File: config.mk
export PLATFORM = sky130hd
export DESIGN_NAME = dac_spi_sequencer_flat
export DESIGN_NICKNAME = d
export VERILOG_FILES = /design/src/rtl/dac_spi_sequencer_if.sv /design/src/rtl/dac_spi_sequencer.sv /design/src/flat_wrapper.sv
export SDC_FILE = /design/constraint.sdc
export NUM_CORES = 1
export LEC_CHECK = 0
export ABC_AREA = 1
export CAP_MARGIN = 40
export CORE_ASPECT_RATIO = 1.1
export CORE_UTILIZATION = 55
export CTS_CLUSTER_SIZE = 10
export DETAILED_ROUTE_END_ITERATION = 6
export PLACE_DENSITY = 0.85
export SETUP_SLACK_MARGIN = 0.05
export SLEW_MARGIN = 20
export SYNTH_ARGS = -nofsm -noshare
export SYNTH_HDL_FRONTEND = slang
export SYNTH_SLANG_ARGS = --single-unit
File: constraint.sdc
create_clock -name CLOCK -period 2 [get_ports CLOCK]
set_input_delay 0.4 -clock CLOCK [delete_from_list [all_inputs] [get_ports CLOCK]]
set_output_delay 0.4 -clock CLOCK [all_outputs]
set_load 0.005 [all_outputs]
File: src/rtl/dac_spi_sequencer_if.sv
// Command channel between user logic and the DAC SPI sequencer.
// Handshake: a command transfers on a rising CLOCK edge where IN_VALID and IN_READY are both 1. The master holds IN_VALID and all IN_* fields stable until that edge. IN_READY is registered and never depends combinationally on IN_VALID.
interface dac_spi_sequencer_if #(
  parameter int DATA_WIDTH = 12
);
  logic                  IN_VALID;
  logic                  IN_READY;
  logic [3:0]            IN_CMD;
  logic [3:0]            IN_CHANNEL;
  logic                  IN_BROADCAST;
  logic [DATA_WIDTH-1:0] IN_DATA;

  modport master (
    output IN_VALID, IN_CMD, IN_CHANNEL, IN_BROADCAST, IN_DATA,
    input  IN_READY
  );

  modport slave (
    input  IN_VALID, IN_CMD, IN_CHANNEL, IN_BROADCAST, IN_DATA,
    output IN_READY
  );
endinterface

File: src/rtl/dac_spi_sequencer.sv
// SPI master for a 4-channel serial DAC: power-up clear, 32-bit command frames,
// MISO echo capture and a completed-frame counter.
module dac_spi_sequencer #(
  parameter int CLK_DIV      = 2,
  parameter int DATA_WIDTH   = 12,
  parameter int NUM_CHANNELS = 4,
  parameter int CLR_CYCLES   = 16,
  parameter int CS_GAP       = 4
) (
  input  logic                CLOCK,
  input  logic                RESET,
  dac_spi_sequencer_if.slave  cmd,
  output logic                SPI_SCK,
  output logic                SPI_MOSI,
  input  logic                SPI_MISO,
  output logic                DAC_CS,
  output logic                DAC_CLR,
  output logic                DONE,
  output logic [31:0]         ECHO,
  output logic                ERROR,
  output logic [7:0]          CHECK,
  output logic [1:0]          DBG_STATE
);

  localparam int DIV_W = $clog2(CLK_DIV + 1);
  localparam int CLR_W = $clog2(CLR_CYCLES + 1);
  localparam int GAP_W = $clog2(CS_GAP + 1);

  typedef enum logic [1:0] {
    ST_CLEAR = 2'd0,
    ST_IDLE  = 2'd1,
    ST_SHIFT = 2'd2,
    ST_GAP   = 2'd3
  } state_t;

  state_t           state_q, state_d;
  logic             ready_q, ready_d;
  logic             clr_q, clr_d;
  logic             cs_q, cs_d;
  logic             sck_q, sck_d;
  logic             done_q, done_d;
  logic             error_q, error_d;
  logic [31:0]      tx_q, tx_d;
  logic [31:0]      rx_q, rx_d;
  logic [31:0]      echo_q, echo_d;
  logic [7:0]       check_q, check_d;
  logic [DIV_W-1:0] div_q, div_d;
  logic [6:0]       half_q, half_d;
  logic [CLR_W-1:0] clr_cnt_q, clr_cnt_d;
  logic [GAP_W-1:0] gap_cnt_q, gap_cnt_d;

  logic [15:0] data_aligned;
  logic [31:0] frame_w;
  logic        bad_chan;

  assign data_aligned = 16'(cmd.IN_DATA) << (16 - DATA_WIDTH);
  assign frame_w      = {8'h00, cmd.IN_CMD,
                         cmd.IN_BROADCAST ? 4'hF : cmd.IN_CHANNEL, data_aligned};
  assign bad_chan     = !cmd.IN_BROADCAST &&
                        ({1'b0, cmd.IN_CHANNEL} >= 5'(NUM_CHANNELS));

  always_comb begin
    state_d   = state_q;
    clr_d     = clr_q;
    cs_d      = cs_q;
    sck_d     = sck_q;
    done_d    = 1'b0;
    error_d   = 1'b0;
    tx_d      = tx_q;
    rx_d      = rx_q;
    echo_d    = echo_q;
    check_d   = check_q;
    div_d     = div_q;
    half_d    = half_q;
    clr_cnt_d = clr_cnt_q;
    gap_cnt_d = gap_cnt_q;

    case (state_q)
      ST_CLEAR: begin
        // DAC_CLR rises first; IDLE (and IN_READY) follows one clock later.
        if (clr_q) begin
          state_d = ST_IDLE;
        end else if (int'(clr_cnt_q) == CLR_CYCLES - 1) begin
          clr_d = 1'b1;
        end else begin
          clr_cnt_d = clr_cnt_q + 1'b1;
        end
      end
      ST_IDLE: begin
        if (cmd.IN_VALID && ready_q) begin
          if (bad_chan) begin
            error_d = 1'b1;
          end else begin
            tx_d    = frame_w;
            cs_d    = 1'b0;
            sck_d   = 1'b0;
            div_d   = '0;
            half_d  = '0;
            state_d = ST_SHIFT;
          end
        end
      end
      ST_SHIFT: begin
        // half_q counts completed SCK half-periods; the 65th ends the frame.
        if (int'(div_q) == CLK_DIV - 1) begin
          div_d  = '0;
          half_d = half_q + 7'd1;
          if (half_q == 7'd64) begin
            cs_d      = 1'b1;
            done_d    = 1'b1;
            echo_d    = rx_q;
            check_d   = check_q + 8'd1;
            tx_d      = '0;
            gap_cnt_d = '0;
            state_d   = (CS_GAP == 1) ? ST_IDLE : ST_GAP;
          end else if (!half_q[0]) begin
            sck_d = 1'b1;
            rx_d  = {rx_q[30:0], SPI_MISO};
          end else begin
            sck_d = 1'b0;
            tx_d  = {tx_q[30:0], 1'b0};
          end
        end else begin
          div_d = div_q + 1'b1;
        end
      end
      ST_GAP: begin
        // The accept edge itself is the last high clock of the CS gap.
        if (int'(gap_cnt_q) == CS_GAP - 2) begin
          state_d = ST_IDLE;
        end else begin
          gap_cnt_d = gap_cnt_q + 1'b1;
        end
      end
      default: state_d = ST_CLEAR;
    endcase

    ready_d = (state_d == ST_IDLE);
  end

  always_ff @(posedge CLOCK) begin
    if (RESET) begin
      state_q   <= ST_CLEAR;
      ready_q   <= 1'b0;
      clr_q     <= 1'b0;
      cs_q      <= 1'b1;
      sck_q     <= 1'b0;
      done_q    <= 1'b0;
      error_q   <= 1'b0;
      tx_q      <= '0;
      rx_q      <= '0;
      echo_q    <= '0;
      check_q   <= '0;
      div_q     <= '0;
      half_q    <= '0;
      clr_cnt_q <= '0;
      gap_cnt_q <= '0;
    end else begin
      state_q   <= state_d;
      ready_q   <= ready_d;
      clr_q     <= clr_d;
      cs_q      <= cs_d;
      sck_q     <= sck_d;
      done_q    <= done_d;
      error_q   <= error_d;
      tx_q      <= tx_d;
      rx_q      <= rx_d;
      echo_q    <= echo_d;
      check_q   <= check_d;
      div_q     <= div_d;
      half_q    <= half_d;
      clr_cnt_q <= clr_cnt_d;
      gap_cnt_q <= gap_cnt_d;
    end
  end

  assign cmd.IN_READY = ready_q;
  assign SPI_SCK      = sck_q;
  assign SPI_MOSI     = tx_q[31];
  assign DAC_CS       = cs_q;
  assign DAC_CLR      = clr_q;
  assign DONE         = done_q;
  assign ECHO         = echo_q;
  assign ERROR        = error_q;
  assign CHECK        = check_q;
  assign DBG_STATE    = state_q;

endmodule

File: src/flat_wrapper.sv
// flat-port wrapper written by rule: the top's interface ports become plain ports
module dac_spi_sequencer_flat 
#(
  parameter int CLK_DIV      = 2,
  parameter int DATA_WIDTH   = 12,
  parameter int NUM_CHANNELS = 4,
  parameter int CLR_CYCLES   = 16,
  parameter int CS_GAP       = 4
)
  (CLOCK, RESET, SPI_SCK, SPI_MOSI, SPI_MISO, DAC_CS, DAC_CLR, DONE, ECHO, ERROR, CHECK, DBG_STATE, cmd_IN_VALID, cmd_IN_CMD, cmd_IN_CHANNEL, cmd_IN_BROADCAST, cmd_IN_DATA, cmd_IN_READY);
  dac_spi_sequencer_if #(.DATA_WIDTH(DATA_WIDTH)) cmd_i ();
  input  logic CLOCK;
  input  logic RESET;
  output logic SPI_SCK;
  output logic SPI_MOSI;
  input  logic SPI_MISO;
  output logic DAC_CS;
  output logic DAC_CLR;
  output logic DONE;
  output logic [31:0] ECHO;
  output logic ERROR;
  output logic [7:0] CHECK;
  output logic [1:0] DBG_STATE;
  input wire logic [$bits(cmd_i.IN_VALID)-1:0] cmd_IN_VALID;
  input wire logic [$bits(cmd_i.IN_CMD)-1:0] cmd_IN_CMD;
  input wire logic [$bits(cmd_i.IN_CHANNEL)-1:0] cmd_IN_CHANNEL;
  input wire logic [$bits(cmd_i.IN_BROADCAST)-1:0] cmd_IN_BROADCAST;
  input wire logic [$bits(cmd_i.IN_DATA)-1:0] cmd_IN_DATA;
  output wire logic [$bits(cmd_i.IN_READY)-1:0] cmd_IN_READY;
  assign cmd_i.IN_VALID = cmd_IN_VALID;
  assign cmd_i.IN_CMD = cmd_IN_CMD;
  assign cmd_i.IN_CHANNEL = cmd_IN_CHANNEL;
  assign cmd_i.IN_BROADCAST = cmd_IN_BROADCAST;
  assign cmd_i.IN_DATA = cmd_IN_DATA;
  assign cmd_IN_READY = cmd_i.IN_READY;
  dac_spi_sequencer #(.CLK_DIV(CLK_DIV), .DATA_WIDTH(DATA_WIDTH), .NUM_CHANNELS(NUM_CHANNELS), .CLR_CYCLES(CLR_CYCLES), .CS_GAP(CS_GAP)) u_core (.CLOCK(CLOCK), .RESET(RESET), .cmd(cmd_i), .SPI_SCK(SPI_SCK), .SPI_MOSI(SPI_MOSI), .SPI_MISO(SPI_MISO), .DAC_CS(DAC_CS), .DAC_CLR(DAC_CLR), .DONE(DONE), .ECHO(ECHO), .ERROR(ERROR), .CHECK(CHECK), .DBG_STATE(DBG_STATE));
endmodule
* Word-level counts from Yosys, hierarchy flattened *
Cells that the tools add are included.

storage, ports and cells
  register bits = 129
  logic and storage cells = 100

operators by class
  add/subtract/negate cells = 5
  magnitude comparators = 1
  equal/unequal tests = 15
  mux-type cells = 39
  bitwise operators = 8
  reduce and logical (&&, ||, !) cells = 17

operators with widths
  kind                                                    count
  2-to-1 mux 32 bit                                       5
  one-hot mux 32 bit (2 select lines)                     1
  2-to-1 mux 7 bit                                        3
  2-to-1 mux 2 bit                                        9
  AND reduction 5 bit                                     3
  one-hot mux 7 bit (2 select lines)                      1
  AND reduction 4 bit                                     3
  2-to-1 mux 1 bit                                        11
  2-to-1 mux 3 bit                                        3
  AND reduction 3 bit                                     3
  adder 8 x 1 -> 8 bit (second input constant)            1
  NOT 1 bit                                               8
  one-hot mux 2 bit (4 select lines)                      1
  adder 7 x 1 -> 7 bit (second input constant)            1
  == test 7 bit (second input constant)                   1
  == test 2 bit (second input constant)                   3
  inequality test 2 x 1 -> 1 bit (second input constant)  3
  inequality test 2 bit (second input constant)           3
  one-hot mux 3 bit (2 select lines)                      1
  OR reduction 3 bit                                      2
  adder 5 x 1 -> 5 bit (second input constant)            1
  == test 5 bit (second input constant)                   1
  == test 2 x 1 -> 1 bit (second input constant)          2
  >= comparator 4 x 3 -> 1 bit (second input constant)    1
  other kinds (11)                                        14

* Longest topological paths before layout *
Gate-level depths: netlist of run 1.

  depth after elaboration = 6
  depth in mapped cells = 11
  depth with buffers taken out = 11

* Worst setup path before layout of run 1 *
Ideal clock, no wire load.

  kind = reg-to-reg
  from = reg u_core.state_q[0] (netlist: u_core.DBG_STATE[0])
  to = reg u_core.tx_q[14]
  data arrival time = 1,643 ps
  slack = 245 ps
  stages on the path, launching flop included = 11
  path buffers = 2
  cells stage by stage = dfxtp_1 > inv_1 > ha_1 > nand2_1 > nand2_1 > nor2_4 > nand2_2 > buf_6 > buf_6 > nor2_1 > nor2_1

on the way
  word-level cells in the longest chain between the ends = 3
  elaborated cells on any way between the ends = 9
  those cells by class = eq/ne (6); mux (1); reduce/logical (2)

RTL lines
  element                                                                  RTL line                  source
  start: declaration                                                       dac_spi_sequencer.sv:36   state_t state_q, state_d;
  start signal: assignment                                                 dac_spi_sequencer.sv:159  state_q <= state_d;
  == test 2 bit / == test 2 x 1 -> 1 bit (equally long branches)           dac_spi_sequencer.sv:78   case (state_q)
  inequality test 3 x 1 -> 1 bit (no source line) (tied with other cells)  -
  AND reduction 5 bit (no source line)                                     -
  end signal: assignment                                                   dac_spi_sequencer.sv:166  tx_q <= tx_d;
  end: declaration                                                         dac_spi_sequencer.sv:43   logic [31:0] tx_q, tx_d;

Parallel ways exist; a longest one is shown, timed or not.
A chain may end at the register's enable or synchronous reset.

* Final worst setup path of run 1 *
  from = reg u_core.state_q[1] (netlist: u_core.DBG_STATE[1])
  to = out DBG_STATE[1]

RTL lines
  element           RTL line            source
  end: declaration  flat_wrapper.sv:23  output logic [1:0] DBG_STATE;

No word-level cell between the ends.

==> qor.csv, run 1 <==
metric,value,unit
die area,10600,um2
clock sinks,125,
WP data required,1600,ps
Synth Warn #,0,
Relative slew margins,69.8,%
Min-Delay Path Class,primary input to flip-flop,
width of the die,98.1,um
synthesis-stage register bit count,125,
Antenna Violating Nets Remaining,0,
Simple-Gate Fraction of Synth Area,34.2,%
Post-DP HPWL,7410,um
# IOs,74,
area of the multi-input gates,2620,um2
Clock transition at path regs,60,ps
crit path kind,flip-flop to output pin,
Comb pwr share,9.2,%
Post-Syn Nets,839,
fillers,761,
CTS max path bufs,2,
pwr/cell area,873,nW/um2
clk root buf,clkbuf_8,
Area Overhead vs Synth,25.1,%
Post-synth EDFFs,0,
Final setup viols,0,
failing checks,DRC,
CP max FO,4,
Syn Area/Cell,6.97,um2
Mapped Cells,802,
CTS buffer count,17,
Ant. Diodes,0,
top-count cell post-synth,nand2_1,
Max Clock Skew,8.73,ps
first-pass GRT wire length,20200,um
Initial DRT Pass Iterations,7,
leading cell types by total area after synthesis,"dfxtp_1 45%, nand2_1 19%, a21oi_1 7.7%, nand3_1 6.8%, nor2_1 5.6%",
Synth area leader,dfxtp_1,
Worst-Skew Late Latency,530,ps
"Min Clock Period, post-route",1890,ps
global route total overflow,0,
wire per inst,12.1,um
compound-cell area share of the yosys netlist,8.91,%
outcome,"complete, but fails checks",
vias in the first global route,4647,
drc violations,1,
CP Cell Sequence,"buf_4, clkdlybuf4s50_1",
Yosys cell types,28,
row count,38,
Static Leakage,2.83,nW
Crit path buffers/inverters,2,
Worst setup SP type,flip-flop,
slowest cell on the critical path,clkdlybuf4s50_1,
Final Util,70.7,%
MaxCap Viol Count,0,
post-synthesis async set-or-reset flop share,0,%
largest family of logic cells by synthesized area,simple AND/OR/NAND/NOR gates,
CTS tree,built,
CP Data Arrival Time,1490,ps
CP endpoint kind,output pin,
hold_buf cts,0,
core region area,9890,um2
Nets,909,
Tcrit/Tclk final,94.4,%
Fin. Hold Viols,0,
post-synthesis mux area share,0,%
Synth Area in Adders,2.69,%
drt initial violations,259,
switching component of the power,1.68,mW
setup tns final,0,ps
"Slew Viols, Final",0,
Clk pwr share,47.2,%
final WL,12100,um
Crit path max-delay family,buffers and inverters,
Starting Density,56.5,%
Critical Path Max Stage Delay,500,ps
vias,5119,
Register Area,2510,um2
Slew @ Worst Pin,451,ps
switch share,27.6,%
layout cells sized above 1,8.70,%
Synth Cell Area,5590,um2
total track usage,23.6,%
most frequent cells after synthesis,"276 x nand2_1, 125 x dfxtp_1, 86 x a21oi_1",
RSZ-0062 raised after global routing,false,
H-Tree Depth,4,
gpl congestion,0.855,
vias per cell,5.09,
area fraction of the dominant cell type after synthesis,44.8,%
P_int,4.42,mW
Port Buffer Count,73,
Max IR drop VDD,0.000591,V
sequential area share after synthesis,44.8,%
fmax,530,MHz
initial antenna violation count,0,
pin count of the biggest net entering global routing,89,
"Top FF cell, synth",dfxtp_1,
xor and xnor fraction of the mapped netlist area,0.940,%
chip height,108,um
sequential share of power,43.6,%
-- worst reg2reg max path, stage by stage (launching register included) --
cell	delay, ps
dfxtp_2	340
buf_4	110
ha_2	320
buf_4	230
nand2_1	220
inv_2	210
nand2_1	70
nand2_1	60
nand2_1	50
nor2_1	80
-- worst paths after layout --
check	from	to	slack, ps	cells after the start
worst min register to register	u_core.div_q[1]	u_core.div_q[1]	460	2
worst max-delay path	u_core.DBG_STATE[1]	DBG_STATE[1]	110	2
worst min-delay path	RESET	u_core.clr_cnt_q[1]	290	4
worst max register to register	u_core.DBG_STATE[1]	u_core.tx_q[28]	240	9
-- stage by stage --
stage | area [um2] | total power, mW | worst slack, ps | instances | hold slack, ps
2_1_floorplan | 5590 | 3.09 | 245 | 802 | 428
3_3_place_gp | 6400 | 3.25 | 164 | 971 | 444
3_5_place_dp | 6400 | 3.27 | 130 | 971 | 448
4_1_cts | 6960 | 6.14 | 64.3 | 1003 | 264
5_1_grt | 6990 | 6.35 | 71.8 | 1005 | 293
6_report | 6990 | 6.11 | 112 | 1005 | 289
-- cell families (layout without fill, tap and decap cells) --
kind of cell,after synthesis,after routing
compound gates,99,99
flops,125,125
fa+ha+maj,12,12
buf+inv,105,188
simple gates,455,455
xor+xnor,6,6
-- power by group through the flow --
stage               sequential (mW)  combinational, mW  clock [mW]
global placement               2.71              0.543           0
detailed placement             2.71              0.555           0
floorplan                      2.70              0.392           0
CTS                            2.66              0.560        2.92
finish                         2.66              0.561        2.88
global route                   2.67              0.640        3.04
-- routing by layer --
layer / up-vias / share of wire, % / GRT usage [%] / routed length, um
met5: - / 0 / 0 / 0
met4: 0 / 1.2 / 8.42 / 143
met3: 12 / 4.1 / 6.17 / 494
met2: 97 / 49 / 40.9 / 5990
met1: 2338 / 45 / 28.2 / 5510
li1: 2672 / - / - / -
-- state kept, by name, summed over array words and instances, names as in the netlist --
signal               flops
u_core.tx_q             28
u_core.gap_cnt_q         3
u_core.DAC_CLR           1
u_core.SPI_SCK           1
u_core.rx_q             32
u_core.div_q             2
u_core.DAC_CS            1
u_core.clr_cnt_q         5
u_core.half_q            7
u_core.DONE              1
u_core.ECHO             32
u_core.CHECK             8
u_core.cmd.IN_READY      1
u_core.ERROR             1
u_core.DBG_STATE         2
-- what timing repair did --
item                       CTS  global route
hold endpoints to repair     0             0
buffers inserted             0             1
setup endpoints to repair    2            46
cloned                       0             1
resized for setup            2             8
-- cell type report --
type | count | share of cell area, %
clock buffer | 17 | 5.92
clock inverter | 15 | 2.02
inverter | 62 | 3.38
multi-input combinational | 572 | 37.5
sequential | 125 | 35.9
tap | 120 | 2.15
timing repair buffer | 93 | 13.1
timing repair inverter | 1 | 0.0716
-- cell usage in the layout (no fill, tap or decap), drive strengths merged --
| master | synthesis | layout |
|---|---|---|
| inv | 61 | 71 |
| a21boi | 1 | 1 |
| nor2 | 88 | 88 |
| nand2 | 280 | 280 |
| nor3 | 2 | 2 |
| clkinvlp | 0 | 2 |
| nand3 | 80 | 80 |
| ha | 12 | 12 |
| xnor2 | 1 | 1 |
| o21ai | 12 | 12 |
| nor4 | 1 | 1 |
| nand4 | 2 | 2 |
| buf | 21 | 21 |
| xor2 | 5 | 5 |
| clkbuf | 22 | 17 |
| clkinv | 1 | 5 |
| clkdlybuf4s50 | 0 | 71 |
| dfxtp | 125 | 125 |
| nand3b | 2 | 2 |
| a21oi | 86 | 86 |
| dlymetal6s2s | 0 | 1 |
Note: power is estimated with default switching activity, not from simulation.
==> inputs of run 2 (changes only) <==
Settings changed: CORE_UTILIZATION 55 to 45, PLACE_DENSITY 0.85 to 0.72.
==> run 2 against run 1 <==
The run now ends clean. Hold slack improved by 150 ps. Non-clock buffer count rose by 8. First-iteration DRC count increased by 41%. Cell count up 4.0%. Clock power grew 7.6%. Power up 3.6%. Register-to-register slack about the same. Die area grew 22%. Combinational power rose by 2%.
==> qor.csv, run 2 (synthesis results as in run 1) <==
metric,value,unit
Clock transition at path regs,50,ps
row count,42,
clock sinks,125,
drc violations,0,
Initial DRT Pass Iterations,5,
Worst-Skew Late Latency,420,ps
CP Data Arrival Time,1470,ps
Min-Delay Path Class,primary input to flip-flop,
drt initial violations,364,
WHS Path Cells,4,
Slew @ Worst Pin,509,ps
hold_buf cts,0,
clk root buf,clkbuf_16,
MaxCap Viol Count,0,
gpl congestion,0.759,
die area,12900,um2
r2r setup slk,230,ps
total track usage,20.1,%
H-Tree Depth,4,
wire per inst,11.8,um
Relative slew margins,65.7,%
Static Leakage,2.84,nW
core region area,12100,um2
vias in the first global route,4597,
CP max FO,5,
Nets,916,
crit path kind,flip-flop to output pin,
setup tns final,0,ps
final WL,12400,um
r2r startpoint,u_core.DBG_STATE[1],
total power,6.33,mW
reg2reg path depth,8,
most frequent cells in the layout,"276 x nand2_1, 125 x dfxtp_1, 86 x a21oi_1, 83 x nor2_1, 76 x nand3_1",
CP endpoint kind,output pin,
beginning of the worst hold path,RESET,
global route total overflow,0,
CTS tree,built,
Max Clock Skew,11.3,ps
Fin. Hold Viols,0,
outcome,"complete, no violations",
Max IR drop VDD,0.000612,V
pwr/cell area,886,nW/um2
width of the die,108,um
layout cells sized above 1,8.75,%
fillers,1131,
RSZ-0062 raised after global routing,false,
WP data required,1600,ps
Final setup viols,0,
Starting Density,46.3,%
Post-DP HPWL,7850,um
# IOs,74,
pin count of the biggest net entering global routing,89,
"Slew Viols, Final",0,
Ant. Diodes,0,
Worst setup SP type,flip-flop,
Antenna Violating Nets Remaining,0,
initial antenna violation count,0,
WHS Endpoint,u_core.DAC_CS,
Reg2Reg Capture Point,u_core.tx_q[5],
"most common cell after layout, fill and taps aside",nand2_1,
vias,5089,
vias per cell,4.87,
chip height,119,um
fmax,535,MHz
Tcrit/Tclk final,93.4,%
CTS max path bufs,2,
Area Overhead vs Synth,27.7,%
first-pass GRT wire length,20700,um
Port Buffer Count,73,
CTS buffer count,17,
"Min Clock Period, post-route",1870,ps
-- run 2: final cells by class --
type	instances	area, um2	area share, %
clock inverter	13	154	2.16
sequential	125	2500	35.1
clock buffer	18	439	6.15
tap	154	193	2.70
multi-input combinational	572	2620	36.6
timing repair buffer	101	998	14.0
inverter	62	236	3.31
-- run 2: where the power goes --
group	switching, mW	internal [mW]
Combinational	0.335	0.238
Sequential	0.0576	2.60
Clock	1.21	1.89
Total	1.60	4.73
-- run 2: critical path, cell delays in order, from the launching register on --
cell             delay, ps
dfxtp_1                410
buf_4                  150
clkdlybuf4s50_1        490
-- run 2: worst max path at each step --
stage / end / cells after the start / slack (ps) / from
CTS: DBG_STATE[1] / 2 / 100 / u_core.DBG_STATE[1]
detailed placement: u_core.tx_q[15] / 9 / 90 / cmd_IN_BROADCAST
finish: DBG_STATE[1] / 2 / 130 / u_core.DBG_STATE[1]
global placement: u_core.DAC_CS / 9 / 120 / cmd_IN_VALID
floorplan: u_core.tx_q[14] / 10 / 240 / u_core.DBG_STATE[0]
global route: u_core.tx_q[5] / 8 / 80 / u_core.DBG_STATE[1]
-- run 2: layer usage --
metal,up-vias,global-route usage (%),share of wire (%)
li1,2687,-,-
met1,2298,25.5,48
met2,95,32.6,47
met3,9,4.93,4.1
met4,0,8.11,1.0
met5,-,0,0
-- run 2: stage by stage --
| stage | hold WS [ps] | instances | setup slack, ps | util [%] | area (um2) |
|---|---|---|---|---|---|
| global placement | 442 | 1011 | 125 | 53.9 | 6520 |
| global route | 461 | 1045 | 76.1 | 59.1 | 7140 |
| detailed placement | 458 | 1011 | 92.1 | 53.9 | 6520 |
| CTS | 425 | 1042 | 101 | 58.8 | 7110 |
| finish | 437 | 1045 | 132 | 59.1 | 7140 |
| floorplan | 428 | 802 | 245 | - | 5590 |
-- run 2: what timing repair did --
item | CTS | global route
buffers inserted | 0 | 3
setup endpoints to repair | 0 | 14
gates resized for setup | 0 | 2
